[config.mk]
export PLATFORM = sky130hd
export DESIGN_NAME = alu_cmd_queue
export DESIGN_NICKNAME = d
export VERILOG_FILES = /design/src/rtl/alu_cmd_queue_pkg.sv /design/src/rtl/alu_cmd_queue_cmd_fifo.sv /design/src/rtl/alu_cmd_queue.sv
export SDC_FILE = /design/constraint.sdc
export NUM_CORES = 1
export LEC_CHECK = 0
export CAP_MARGIN = 5
export CORE_MARGIN = 10
export CORE_UTILIZATION = 45
export DETAILED_ROUTE_END_ITERATION = 16
export PLACE_DENSITY = 0.72
export SLEW_MARGIN = 20
export SYNTH_ARGS = -nofsm -noshare
export SYNTH_HDL_FRONTEND = slang
export SYNTH_SLANG_ARGS = --single-unit
export TNS_END_PERCENT = 50
[constraint.sdc]
create_clock -name clk -period 3.5 [get_ports clk]
set_clock_uncertainty 0.1 [all_clocks]
set_input_delay 0.7 -clock clk [delete_from_list [all_inputs] [get_ports clk]]
set_output_delay 0.7 -clock clk [all_outputs]
set_load 0.05 [all_outputs]
[src/rtl/alu_cmd_queue_pkg.sv]
// alu_cmd_queue_pkg
//   Shared definitions for the ALU command queue:
//   - ALU_W        : operand/result width of the downstream alu
//   - ALUOP_*      : 3-bit ALU opcode map (110/111 are illegal)
//   - CMD_W        : width of one queued command {a, b, op}
//   - alu_cmd_t    : packed command record stored in the FIFO
//   - is_illegal_op: flags opcodes the alu does not define
package alu_cmd_queue_pkg;

  localparam int ALU_W = 32;
  localparam int CMD_W = 2 * ALU_W + 3;

  localparam logic [2:0] ALUOP_ADD = 3'b000;
  localparam logic [2:0] ALUOP_SUB = 3'b001;
  localparam logic [2:0] ALUOP_AND = 3'b010;
  localparam logic [2:0] ALUOP_OR  = 3'b011;
  localparam logic [2:0] ALUOP_SRL = 3'b100;
  localparam logic [2:0] ALUOP_SRA = 3'b101;

  typedef struct packed {
    logic [ALU_W-1:0] a;
    logic [ALU_W-1:0] b;
    logic [2:0]       op;
  } alu_cmd_t;

  // Opcodes 110 and 111 have no alu meaning; the result is still captured.
  function automatic logic is_illegal_op(input logic [2:0] op);
    return (op >= 3'b110);
  endfunction

endpackage

[src/rtl/alu_cmd_queue_cmd_fifo.sv]
// alu_cmd_queue_cmd_fifo
//   Synchronous DEPTH-entry FIFO for ALU commands with first-word
//   fall-through read (rdata is always the head entry).
//   Ports:
//     clk, rst_n  : clock, async active-low reset
//     flush       : synchronous clear, wins over push/pop
//     push, wdata : write request and data (ignored when full)
//     pop         : read request (ignored when empty)
//     rdata       : head entry (undefined content when empty)
//     full, empty : occupancy flags derived from the entry count
module alu_cmd_queue_cmd_fifo #(
  parameter int DEPTH  = 4,
  parameter int DATA_W = 67
) (
  input  logic              clk,
  input  logic              rst_n,
  input  logic              flush,
  input  logic              push,
  input  logic [DATA_W-1:0] wdata,
  input  logic              pop,
  output logic [DATA_W-1:0] rdata,
  output logic              full,
  output logic              empty
);

  localparam int PW = $clog2(DEPTH);
  localparam int CW = $clog2(DEPTH + 1);

  logic [DATA_W-1:0] mem_r [DEPTH];
  logic [PW-1:0]     wr_ptr_r;
  logic [PW-1:0]     rd_ptr_r;
  logic [CW-1:0]     count_r;
  logic              push_ok_s;
  logic              pop_ok_s;

  assign full      = (count_r == CW'(DEPTH));
  assign empty     = (count_r == {CW{1'b0}});
  assign push_ok_s = push & ~full & ~flush;
  assign pop_ok_s  = pop & ~empty & ~flush;
  assign rdata     = mem_r[rd_ptr_r];

  // Pointer and count state; DEPTH is a power of two so pointers wrap naturally.
  always_ff @(posedge clk or negedge rst_n) begin
    if (!rst_n) begin
      wr_ptr_r <= {PW{1'b0}};
      rd_ptr_r <= {PW{1'b0}};
      count_r  <= {CW{1'b0}};
    end else if (flush) begin
      wr_ptr_r <= {PW{1'b0}};
      rd_ptr_r <= {PW{1'b0}};
      count_r  <= {CW{1'b0}};
    end else begin
      if (push_ok_s) begin
        wr_ptr_r <= wr_ptr_r + PW'(1);
      end
      if (pop_ok_s) begin
        rd_ptr_r <= rd_ptr_r + PW'(1);
      end
      case ({push_ok_s, pop_ok_s})
        2'b10:   count_r <= count_r + CW'(1);
        2'b01:   count_r <= count_r - CW'(1);
        default: count_r <= count_r;
      endcase
    end
  end

  // Entry storage; contents are only observed through valid head reads.
  always_ff @(posedge clk) begin
    if (push_ok_s) begin
      mem_r[wr_ptr_r] <= wdata;
    end
  end

endmodule

[src/rtl/alu_cmd_queue.sv]
// alu_cmd_queue
//   Buffers ALU commands from decode, presents the head command to the
//   combinational alu and captures alu_c into a result register behind a
//   valid/ready handshake.
//   Ports:
//     clk, rst_n              : clock, async active-low reset
//     flush                   : sync clear of queue and pending result
//     in_valid/in_ready       : command handshake (in_ready = !full)
//     in_a, in_b, in_op       : command operands and opcode
//     alu_a, alu_b, alu_op    : head command to alu (zero when empty)
//     alu_c                   : alu result
//     res_valid/res_ready     : result handshake
//     res_data, res_err       : captured result, illegal-op flag
module alu_cmd_queue
  import alu_cmd_queue_pkg::*;
#(
  parameter int DEPTH = 4,
  parameter int W     = ALU_W
) (
  input  logic         clk,
  input  logic         rst_n,
  input  logic         flush,
  input  logic         in_valid,
  output logic         in_ready,
  input  logic [W-1:0] in_a,
  input  logic [W-1:0] in_b,
  input  logic [2:0]   in_op,
  output logic [W-1:0] alu_a,
  output logic [W-1:0] alu_b,
  output logic [2:0]   alu_op,
  input  logic [W-1:0] alu_c,
  output logic         res_valid,
  input  logic         res_ready,
  output logic [W-1:0] res_data,
  output logic         res_err
);

  alu_cmd_t   wr_cmd_s;
  alu_cmd_t   head_cmd_s;
  logic       full_s;
  logic       empty_s;
  logic       push_s;
  logic       pop_s;
  logic       deq_s;
  logic       res_valid_r;
  logic [W-1:0] res_data_r;
  logic       res_err_r;

  // in_ready depends only on the registered count, never on res_ready,
  // so a full queue refuses a push even in a cycle that pops.
  assign in_ready = ~full_s;
  assign push_s   = in_valid & ~full_s;
  assign pop_s    = ~empty_s & (~res_valid_r | res_ready);
  assign deq_s    = res_valid_r & res_ready;

  assign wr_cmd_s = '{a: in_a, b: in_b, op: in_op};

  alu_cmd_queue_cmd_fifo #(
    .DEPTH  (DEPTH),
    .DATA_W (CMD_W)
  ) u_cmd_fifo (
    .clk   (clk),
    .rst_n (rst_n),
    .flush (flush),
    .push  (push_s),
    .wdata (wr_cmd_s),
    .pop   (pop_s),
    .rdata (head_cmd_s),
    .full  (full_s),
    .empty (empty_s)
  );

  // Drive the alu from the head entry, forcing zeros while the queue is empty.
  always_comb begin
    alu_a  = {W{1'b0}};
    alu_b  = {W{1'b0}};
    alu_op = 3'b000;
    if (!empty_s) begin
      alu_a  = head_cmd_s.a;
      alu_b  = head_cmd_s.b;
      alu_op = head_cmd_s.op;
    end else begin
      alu_a  = {W{1'b0}};
      alu_b  = {W{1'b0}};
      alu_op = 3'b000;
    end
  end

  // Result slot: capture on pop, release on dequeue, drop the pending result on flush.
  always_ff @(posedge clk or negedge rst_n) begin
    if (!rst_n) begin
      res_valid_r <= 1'b0;
      res_data_r  <= {W{1'b0}};
      res_err_r   <= 1'b0;
    end else if (flush) begin
      res_valid_r <= 1'b0;
    end else if (pop_s) begin
      res_valid_r <= 1'b1;
      res_data_r  <= alu_c;
      res_err_r   <= is_illegal_op(head_cmd_s.op);
    end else if (deq_s) begin
      res_valid_r <= 1'b0;
    end else begin
      res_valid_r <= res_valid_r;
    end
  end

  assign res_valid = res_valid_r;
  assign res_data  = res_data_r;
  assign res_err   = res_err_r;

endmodule
==> results of run 1 <==
==> cells in the mapped netlist, types with 2 or more instances <==
cell type | count | area share (%)
clkbuf_1 | 9 | 0.28
a21oi_1 | 4 | 0.17
nand2b_1 | 3 | 0.16
mux2_2 | 30 | 2.8
buf_4 | 6 | 0.38
o21ai_0 | 3 | 0.13
or3_1 | 2 | 0.10
edfxtp_1 | 268 | 68
nor2_1 | 6 | 0.19
mux2_1 | 2 | 0.19
and2_1 | 72 | 3.8
buf_2 | 9 | 0.38
dfrtp_1 | 41 | 8.6
buf_6 | 3 | 0.28
nand3_1 | 3 | 0.13
clkbuf_2 | 2 | 0.084
ha_1 | 4 | 0.42
inv_1 | 4 | 0.13
mux4_2 | 67 | 13
==> how the worst max path moves through the flow <==
| stage | endpoint | slack (ns) | depth (start not counted) |
|---|---|---|---|
| after detailed placement | alu_a[12] | 0.24 | 3 |
| final | alu_b[2] | 0.09 | 4 |
| after global placement | alu_a[12] | 0.22 | 3 |
| after CTS | alu_op[2] | 0.03 | 4 |
| after floorplan | u_cmd_fifo.mem_r[2][0] | 0.26 | 3 |
| after global routing | alu_a[16] | 0.02 | 4 |
==> cell usage in the layout (no fill, tap or decap), types with 2 or more instances in the layout <==
| master | n |
|---|---|
| clkbuf_16 | 35 |
| nor2_1 | 6 |
| mux2_2 | 30 |
| nand3_1 | 3 |
| ha_1 | 4 |
| mux2_1 | 2 |
| bufinv_16 | 3 |
| clkinv_1 | 6 |
| and2_4 | 4 |
| mux4_2 | 67 |
| buf_4 | 38 |
| edfxtp_1 | 268 |
| o21ai_0 | 3 |
| nand2b_1 | 3 |
| clkinv_2 | 9 |
| dfrtp_4 | 2 |
| a21oi_1 | 4 |
| buf_12 | 12 |
| dfrtp_1 | 39 |
| inv_1 | 4 |
| and2_1 | 68 |
| clkbuf_1 | 5 |
| clkdlybuf4s50_1 | 171 |
==> logic make-up (layout without fill, tap and decap cells) <==
kind of cell    Yosys count  after routing  synth area share (%)
flops                   309            309                 76.14
mux                     101            101                 15.89
simple gates             96             96                 5.092
buf+inv                  33            286                 1.533
compound gates           11             11                0.6089
fa+ha+maj                 5              5                0.5880
xor+xnor                  2              2                0.1470
other cells               0              1                     0
==> worst register-to-register path, cell delays in order (launching register included) <==
cell and delay [ns]:
dfrtp_1 0.47, nor3_2 0.40, nor3_4 0.08, and2_1 0.19, fa_1 0.42, and4b_1 0.23, a31oi_1 0.16, a32oi_1 0.09
a21oi_1 0.16
==> state kept, by name, indices dropped and copies added, names as in the netlist <==
name and cells:
res_valid 1, res_err 1, u_cmd_fifo.wr_ptr_r 2, u_cmd_fifo.mem_r 268
u_cmd_fifo.rd_ptr_r 2, res_data 32, u_cmd_fifo.count_r 3
==> metal layers <==
layer  share of wire [%]  vias to the layer above
met2                  50                      208
met4                 2.2                        0
met1                  41                     3110
met5                   0                        -
met3                 6.4                       40
li1                    -                     2683
==> area by class of cell <==
type | count | share of cell area, %
clock inverter | 20 | 1.201
antenna | 1 | 0.01613
inverter | 4 | 0.09676
timing repair buffer | 222 | 14.45
tap | 335 | 2.701
sequential | 309 | 58.52
multi-input combinational | 215 | 17.25
clock buffer | 40 | 5.765
==> power by group through the flow <==
| stage | logic (mW) | registers (mW) | clock network, mW |
|---|---|---|---|
| CTS | 5.50 | 4.64 | 3.51 |
| global route | 5.73 | 4.66 | 3.66 |
| detailed placement | 5.36 | 4.79 | 0 |
| floorplan | 3.03 | 5.33 | 0 |
| finish | 5.44 | 4.62 | 3.43 |
| global placement | 5.30 | 4.76 | 0 |
==> what timing repair did <==
item | CTS | global route
setup buffers | 2 | 1
pin swaps | 0 | 0
endpoints found under the hold margin | 0 | 0
resized for setup | 1 | 0
setup endpoints to repair | 67 | 1
==> results.yml, run 1 <==
logic_synthesis:
  syn-num-nets: 666
  synth_edf_count: 268
  netlist_area_um2: 11920
  yosysSeqAreaShare_pct: 76.14
  yosys_warnings: 0
  synth_ff_type: "edfxtp_1"
  synthCells: 557
  ys_async_sr_fraction_pct: 13.27
  ys_ff_latch: 309
  synth_cell_types: 38
  synth.avg_cell_area_um2: 21.40
power:
  swShare_pct: 37.00
  total_power_mw: 13.49
  leakage_nw: 5.251
  p_int_mw: 8.496
  irDropWorstVdd_v: 0.0006324
  clockPowerShare_pct: 25.4
  p_sw_mw: 4.990
  cellPowerDensity_nw_per_um2: 869.1
  power_frac_comb_pct: 40.4
  power_frac_seq_pct: 34.2
worst_setup_path:
  reg2reg_depth: 8
  critPathSlowestCell: "clkdlybuf4s50_1"
  critical_path.max_fanout: 19
  path_buf_inv: 2
  r2r_slack_ns: 1.11
  critPathRequiredTime_ns: 2.70
  r2r_start: "u_cmd_fifo.count_r[0]"
  crit_chain: "buf_12, mux4_2, and2_1, clkdlybuf4s50_1"
  slowest_delay_ns: 0.72
  end_kind: "output pin"
  startpoint: "u_cmd_fifo.rd_ptr_r[1]"
  r2r-end: "u_cmd_fifo.count_r[2]"
  start_kind: "flip-flop"
  cp_top_family: "buffers and inverters"
  cp_data_arrival_time_ns: 2.61
  crit_type: "reg2out"
global_route:
  use_met3_pct: 3.622
  grt_antenna_before_repair: 1
  busiest_layer: "met2"
  grt_pass1_vias: 6809
  grt_pass1_wl_mm: 39.46
  track_usage_pct: 15.06
  grt_max_degree: 42
  met2_usage_pct: 25.14
  grt-ovfl-total: 0
  grt_use_met1_pct: 19.09
place:
  place_ws_ns: 0.2364
  post-dp-hpwl_mm: 16.28
  place_congestion: 0.7509
  dp_cells: 1082
  port_buffers: 205
  dpl-instance-area_um2: 14370
cells_and_area:
  syn2layout_area_growth_pct: 30.20
  fin_area_um2: 15520
  multi_input_area_um2: 2676
  stdcell_count: 1146
  utilization_pct: 59.55
  drive_gt1_share_pct: 26.05
  regArea_um2: 9081
  finalNetCount: 895
  nFillCells: 1896
drt:
  initialDrtViolationCount: 405
  firstDrtPassIters: 4
  drc: 0
  viasPerCell: 5.271
  routedWlPerCell_um: 22.44
  routed_wl_mm: 25.72
  num_vias: 6041
  ant_nets: 0
clock_network:
  clkSinkCount: 309
  h-tree-depth: 2
  cts_root_buf: "clkbuf_16"
  cts_hold_buf: 0
  clock_latency_ns: 0.51
  cts.clk_slew.worst_paths_ns: 0.06
  cts_tree: "built"
  cts_buffers: 34
  clock_tree.buffer_depth: 3
die:
  die_x_um: 182.7
  fp-row-count: 59
  die_y_um: 182.7
  start_util_pct: 45.73
  design.core.area_um2: 26060
  die-area_um2: 33390
  io_pins: 206
hold_path:
  hold_class: "in2async"
sta:
  tns_ns: 0
  hold_ws_ns: 0.2186
  fin_ws_ns: 0.08585
  post-route-min-period_ns: 3.414
  rsz0062_at_grt: "false"
  slew_violations: 0
  timing.final.hold_violations: 0
  fin_crit_sh_pct: 97.55
  finalSetupViolCount: 0
  fmax_ghz: 0.2929
  worst_pin_slew_ns: 0.9034
  max_slew_margin_pct: 39.77
outcome:
  outcome: "finished, final reports clean"
flow_run:
  maxCapViolations: 0
(Power assumes the default switching activity.)
==> run 2, diff against run 1 <==
CORE_ASPECT_RATIO = 0.6   (was unset)
CTS_CLUSTER_DIAMETER = 30   (was unset)
==> run 2 against run 1 <==
  * Critical path depth stayed put
  * Die area is 0.64% higher
  * Core utilization is 0.29 points higher
  * Combinational power is 0.9% lower
  * Final cell count is 3.5% higher
==> results.yml, run 2 (synthesis results as in run 1) <==
outcome:
  outcome: "finished, final reports clean"
sta:
  tns_ns: 0
  hold_ws_ns: 0.2238
  slew_violations: 0
  timing.final.hold_violations: 0
  post-route-min-period_ns: 3.269
  worst_pin_slew_ns: 0.9720
  finalSetupViolCount: 0
  rsz0062_at_grt: "false"
  max_slew_margin_pct: 35.20
  fin_crit_sh_pct: 93.39
  fmax_ghz: 0.3059
  fin_ws_ns: 0.2312
clock_network:
  cts_root_buf: "clkbuf_16"
  cts.clk_slew.worst_paths_ns: 0.06
  h-tree-depth: 2
  cts_buffers: 42
  cts_tree: "built"
  cts_resized: 0
  clock_latency_ns: 0.53
  clkSinkCount: 309
  clock_tree.buffer_depth: 3
global_route:
  grt-ovfl-total: 0
  track_usage_pct: 16.22
  grt_antenna_before_repair: 0
  grt_pass1_vias: 6977
  grt_max_degree: 51
  grt_pass1_wl_mm: 42.13
worst_setup_path:
  crit_type: "reg2out"
  reg2reg_depth: 8
  r2r_slack_ns: 1.05
  end_kind: "output pin"
  critPathRequiredTime_ns: 2.70
  cp_top_family: "flip-flops"
  start_kind: "flip-flop"
  cp_data_arrival_time_ns: 2.47
  slowest_delay_ns: 0.69
  path_buf_inv: 2
  r2r_start: "u_cmd_fifo.count_r[0]"
  critPathSlowestCell: "dfrtp_4"
  crit_chain: "buf_12, mux4_2, and2_1, buf_4"
  critical_path.max_fanout: 23
  r2r-end: "u_cmd_fifo.count_r[2]"
power:
  cellPowerDensity_nw_per_um2: 890.0
  clockPowerShare_pct: 28.1
  power_frac_comb_pct: 38.6
  p_sw_mw: 5.280
  p_int_mw: 8.697
  irDropWorstVdd_v: 0.0005789
  power_frac_seq_pct: 33.4
  leakage_nw: 5.399
  swShare_pct: 37.78
  total_power_mw: 13.98
die:
  design.core.area_um2: 26250
  fp-row-count: 46
  io_pins: 206
  die_y_um: 146.1
  die_x_um: 230.1
  die-area_um2: 33610
  start_util_pct: 45.41
cells_and_area:
  most-common-layout-cells: "268 x edfxtp_1, 137 x clkdlybuf4s50_1, 70 x buf_4"
  nFillCells: 1894
  final_common_cell: "edfxtp_1"
  drive_gt1_share_pct: 32.20
  n_antenna_cell: 0
  largest_register_ffs: 268
  syn2layout_area_growth_pct: 31.77
  stdcell_count: 1186
  fin_area_um2: 15700
  multi_input_area_um2: 2673
  finalNetCount: 902
  utilization_pct: 59.84
  regArea_um2: 9081
  top_register: "u_cmd_fifo.mem_r"
place:
  post-dp-hpwl_mm: 17.93
  dpl-instance-area_um2: 14360
  dp_cells: 1108
  port_buffers: 205
  place_congestion: 0.8067
  place_ws_ns: 0.4572
drt:
  drc: 0
  initialDrtViolationCount: 550
  num_vias: 6145
  routedWlPerCell_um: 23.01
  routed_wl_mm: 27.29
  ant_nets: 0
  firstDrtPassIters: 5
  viasPerCell: 5.181
hold_path:
  hold_class: "in2async"
flow_run:
  maxCapViolations: 0
==> run 2: cell count changes in the layout (fill, tap and decap cells not counted), sizes merged <==
| cell | before | now |
|---|---|---|
| inv | 6 | 11 |
| buf | 51 | 84 |
| bufinv | 3 | 1 |
| diode | 1 | 0 |
| clkinvlp | 0 | 7 |
| clkdlybuf4s50 | 171 | 137 |
| clkinv | 15 | 17 |
| clkbuf | 40 | 45 |
==> run 2: routing by layer <==
| layer | global-route usage (%) | vias up | routed length [um] |
|---|---|---|---|
| li1 | - | 2705 | - |
| met1 | 20.07 | 3197 | 10940 |
| met2 | 27.38 | 200 | 14020 |
| met3 | 4.586 | 43 | 1821 |
| met4 | 4.684 | 0 | 508 |
| met5 | 0 | - | 0 |
==> run 2: worst reg2reg max path: cells and delay by family (launching register included) <==
| family | cells | cell delay (ns) |
|---|---|---|
| DFF | 1 | 0.48 |
| and+or+nand+nor | 4 | 0.90 |
| adders and majority gates | 1 | 0.43 |
| AOI/OAI and AO/OA | 3 | 0.42 |
==> run 2: worst max path at each step <==
stage	from	endpoint	depth (start not counted)
6_report	u_cmd_fifo.rd_ptr_r[0]	alu_b[21]	4
5_1_grt	u_cmd_fifo.rd_ptr_r[0]	alu_b[21]	4
4_1_cts	u_cmd_fifo.rd_ptr_r[0]	alu_b[21]	4
3_5_place_dp	flush	u_cmd_fifo.count_r[2]	8
3_3_place_gp	u_cmd_fifo.rd_ptr_r[0]	alu_b[21]	4
2_1_floorplan	flush	u_cmd_fifo.mem_r[2][0]	3
==> run 2: power groups by stage <==
| stage | registers [mW] | clock network (mW) | logic (mW) |
|---|---|---|---|
| after floorplan | 5.33 | 0 | 3.03 |
| after global placement | 4.73 | 0 | 5.33 |
| after global routing | 4.71 | 4.19 | 5.65 |
| final | 4.67 | 3.92 | 5.39 |
| after CTS | 4.68 | 4.02 | 5.48 |
| after detailed placement | 4.77 | 0 | 5.40 |
==> run 2: what timing repair did <==
action | 4_1_cts | 5_1_grt
endpoints found under the setup margin | 12 | 0
setup buffers | 1 | 0
hold buffers | 0 | 0
==> run 2: cell type report <==
type	instances	share of cell area, %
Clock inverter	32	1.657
Timing Repair Buffer	221	13.77
Clock buffer	45	6.764
Sequential cell	309	57.83
Inverter	4	0.09561
Tap cell	360	2.868
Multi-Input combinational cell	215	17.02
==> run 3, diff against run 2 <==
RECOVER_POWER = 100   (was unset)
==> run 3 against run 2 <==
  * The run now ends with max-capacitance violations, max-slew violations left
  * First-iteration DRC count decreased by 5.3%
  * Clock-buffer cell count stayed put
  * Hold slack better by 0.17 ns
  * Total power is 2.2% lower
  * Largest cell class unchanged
  * Highest routed layer is now met5
==> results.yml, run 3 (synthesis results as in run 1) <==
sta:
  rsz0062_at_grt: "false"
  finalSetupViolCount: 0
  post-route-min-period_ns: 3.329
  tns_ns: 0
  fmax_ghz: 0.3004
  slew_violations: 135
  timing.final.hold_violations: 0
  worst_pin_slew_ns: 2.352
  fin_ws_ns: 0.1713
  max_slew_margin_pct: -56.78
  fin_crit_sh_pct: 95.11
cells_and_area:
  most-common-layout-cells: "268 x edfxtp_1, 103 x dlygate4sd3_1, 69 x and2_1"
  syn2layout_area_growth_pct: 30.32
  finalNetCount: 902
  largest_register_ffs: 268
  top_register: "u_cmd_fifo.mem_r"
  drive_gt1_share_pct: 30.63
  multi_input_area_um2: 2633
  nFillCells: 1933
  final_common_cell: "edfxtp_1"
  utilization_pct: 59.18
  regArea_um2: 9081
die:
  fp-row-count: 46
  io_pins: 206
  start_util_pct: 45.41
  die_x_um: 230.1
  design.core.area_um2: 26250
  die_y_um: 146.1
  die-area_um2: 33610
drt:
  routed_wl_mm: 27.27
  route.met2.wl_mm: 13.90
  drc: 0
  initialDrtViolationCount: 521
  top_layer: "met5"
  firstDrtPassIters: 4
  ant_nets: 0
  wl_met3_mm: 1.772
  viasPerCell: 5.211
  routedWlPerCell_um: 22.97
  num_vias: 6185
  wl_met1_mm: 11.00
clock_network:
  h-tree-depth: 2
  cts_tree: "built"
  clock_tree.buffer_depth: 3
  cts.clk_slew.worst_paths_ns: 0.05
  clock_latency_ns: 0.53
  cts_root_buf: "clkbuf_16"
  cts_hold_buf: 0
  clkSinkCount: 309
  cts_buffers: 42
hold_path:
  hold_class: "reg2reg"
  hold_path_depth: 1
  hold_end: "res_data[4]"
  hp-start: "res_data[4]"
flow_run:
  maxCapViolations: 5
global_route:
  track_usage_pct: 16.22
  grt_pass1_wl_mm: 42.13
  grt-ovfl-total: 0
  grt_pass1_vias: 6977
  grt_antenna_before_repair: 2
  grt_max_degree: 51
worst_setup_path:
  critPathSlowestCell: "or3_1"
  r2r_slack_ns: 0.45
  critPathRequiredTime_ns: 2.70
  crit_chain: "or3_1, buf_12, and2_1, buf_4"
  crit_type: "reg2out"
  reg2reg_depth: 4
  critical_path.max_fanout: 50
  end_kind: "output pin"
  r2r_start: "u_cmd_fifo.count_r[0]"
  start_kind: "flip-flop"
  slowest_delay_ns: 0.70
  r2r-end: "u_cmd_fifo.mem_r[3][16]"
  cp_data_arrival_time_ns: 2.53
outcome:
  outcome: "finished, violations left"
  failed_checks: "max-capacitance violations, max-slew violations"
power:
  leakage_nw: 5.374
  cellPowerDensity_nw_per_um2: 880.1
  irDropWorstVdd_v: 0.0005642
place:
  port_buffers: 205
  place_congestion: 0.8067
  place_ws_ns: 0.4572
  post-dp-hpwl_mm: 17.93
-- run 3: cell count changes in the layout (fill, tap and decap cells not counted), sizes merged --
| cell | delta |
|---|---|
| clkbuf | +45 |
| clkdlybuf4s50 | -103 |
| buf | -45 |
| diode | +1 |
| dlygate4sd3 | +103 |
-- run 3: report_power, final --
| part | switching, mW | internal [mW] | total, mW |
|---|---|---|---|
| clock | 1.60 | 2.32 | 3.92 |
| combinational | 3.41 | 1.67 | 5.09 |
| sequential | 0.239 | 4.42 | 4.66 |
| total | 5.26 | 8.41 | 13.7 |
-- run 3: metal layers --
| layer | vias up | track usage [%] |
|---|---|---|
| met5 | - | 0 |
| met1 | 3213 | 20.07 |
| met3 | 52 | 4.586 |
| li1 | 2705 | - |
| met2 | 213 | 27.38 |
| met4 | 2 | 4.684 |
-- run 3: worst max-delay path by stage --
| stage | start | end | slack, ns | cells past startpoint |
|---|---|---|---|---|
| after detailed placement | flush | u_cmd_fifo.count_r[2] | 0.46 | 8 |
| after CTS | u_cmd_fifo.rd_ptr_r[0] | alu_b[21] | 0.15 | 4 |
| after floorplan | flush | u_cmd_fifo.mem_r[2][0] | 0.26 | 3 |
| final | u_cmd_fifo.count_r[0] | alu_b[21] | 0.17 | 4 |
| after global routing | u_cmd_fifo.count_r[0] | alu_b[27] | 0.05 | 4 |
| after global placement | u_cmd_fifo.rd_ptr_r[0] | alu_b[21] | 0.58 | 4 |
-- run 3: cell type report --
cell class / instances / area share (%)
Inverter: 4 / 0.09667
Clock inverter: 32 / 1.676
Multi-Input combinational cell: 215 / 16.95
Antenna cell: 1 / 0.01611
Clock buffer: 45 / 6.840
Timing Repair Buffer: 221 / 13.05
Sequential cell: 309 / 58.47
Tap cell: 360 / 2.900
-- run 3: stage by stage --
stage / total power [mW] / instances / hold slack, ns / area [um^2]
detailed placement: 10.18 / 1108 / 0.3880 / 14360
finish: 13.67 / 1187 / 0.3936 / 15530
global placement: 10.06 / 1108 / 0.3691 / 14360
CTS: 14.17 / 1186 / 0.2364 / 15700
floorplan: 8.363 / 557 / 0.3044 / 11920
global route: 14.24 / 1187 / 0.4109 / 15530
-- run 3: critical path, delay by kind of cell, from the launching register on --
family | cells | cell delay [ns]
buffers and inverters | 2 | 0.55
DFF | 1 | 0.49
and+or+nand+nor | 2 | 0.93
-- run 3: what timing repair did --
| action | 4_1_cts | 5_1_grt |
|---|---|---|
| gates resized for setup | 0 | 0 |
| setup endpoints to repair | 12 | 0 |
| buffers inserted | 1 | 0 |
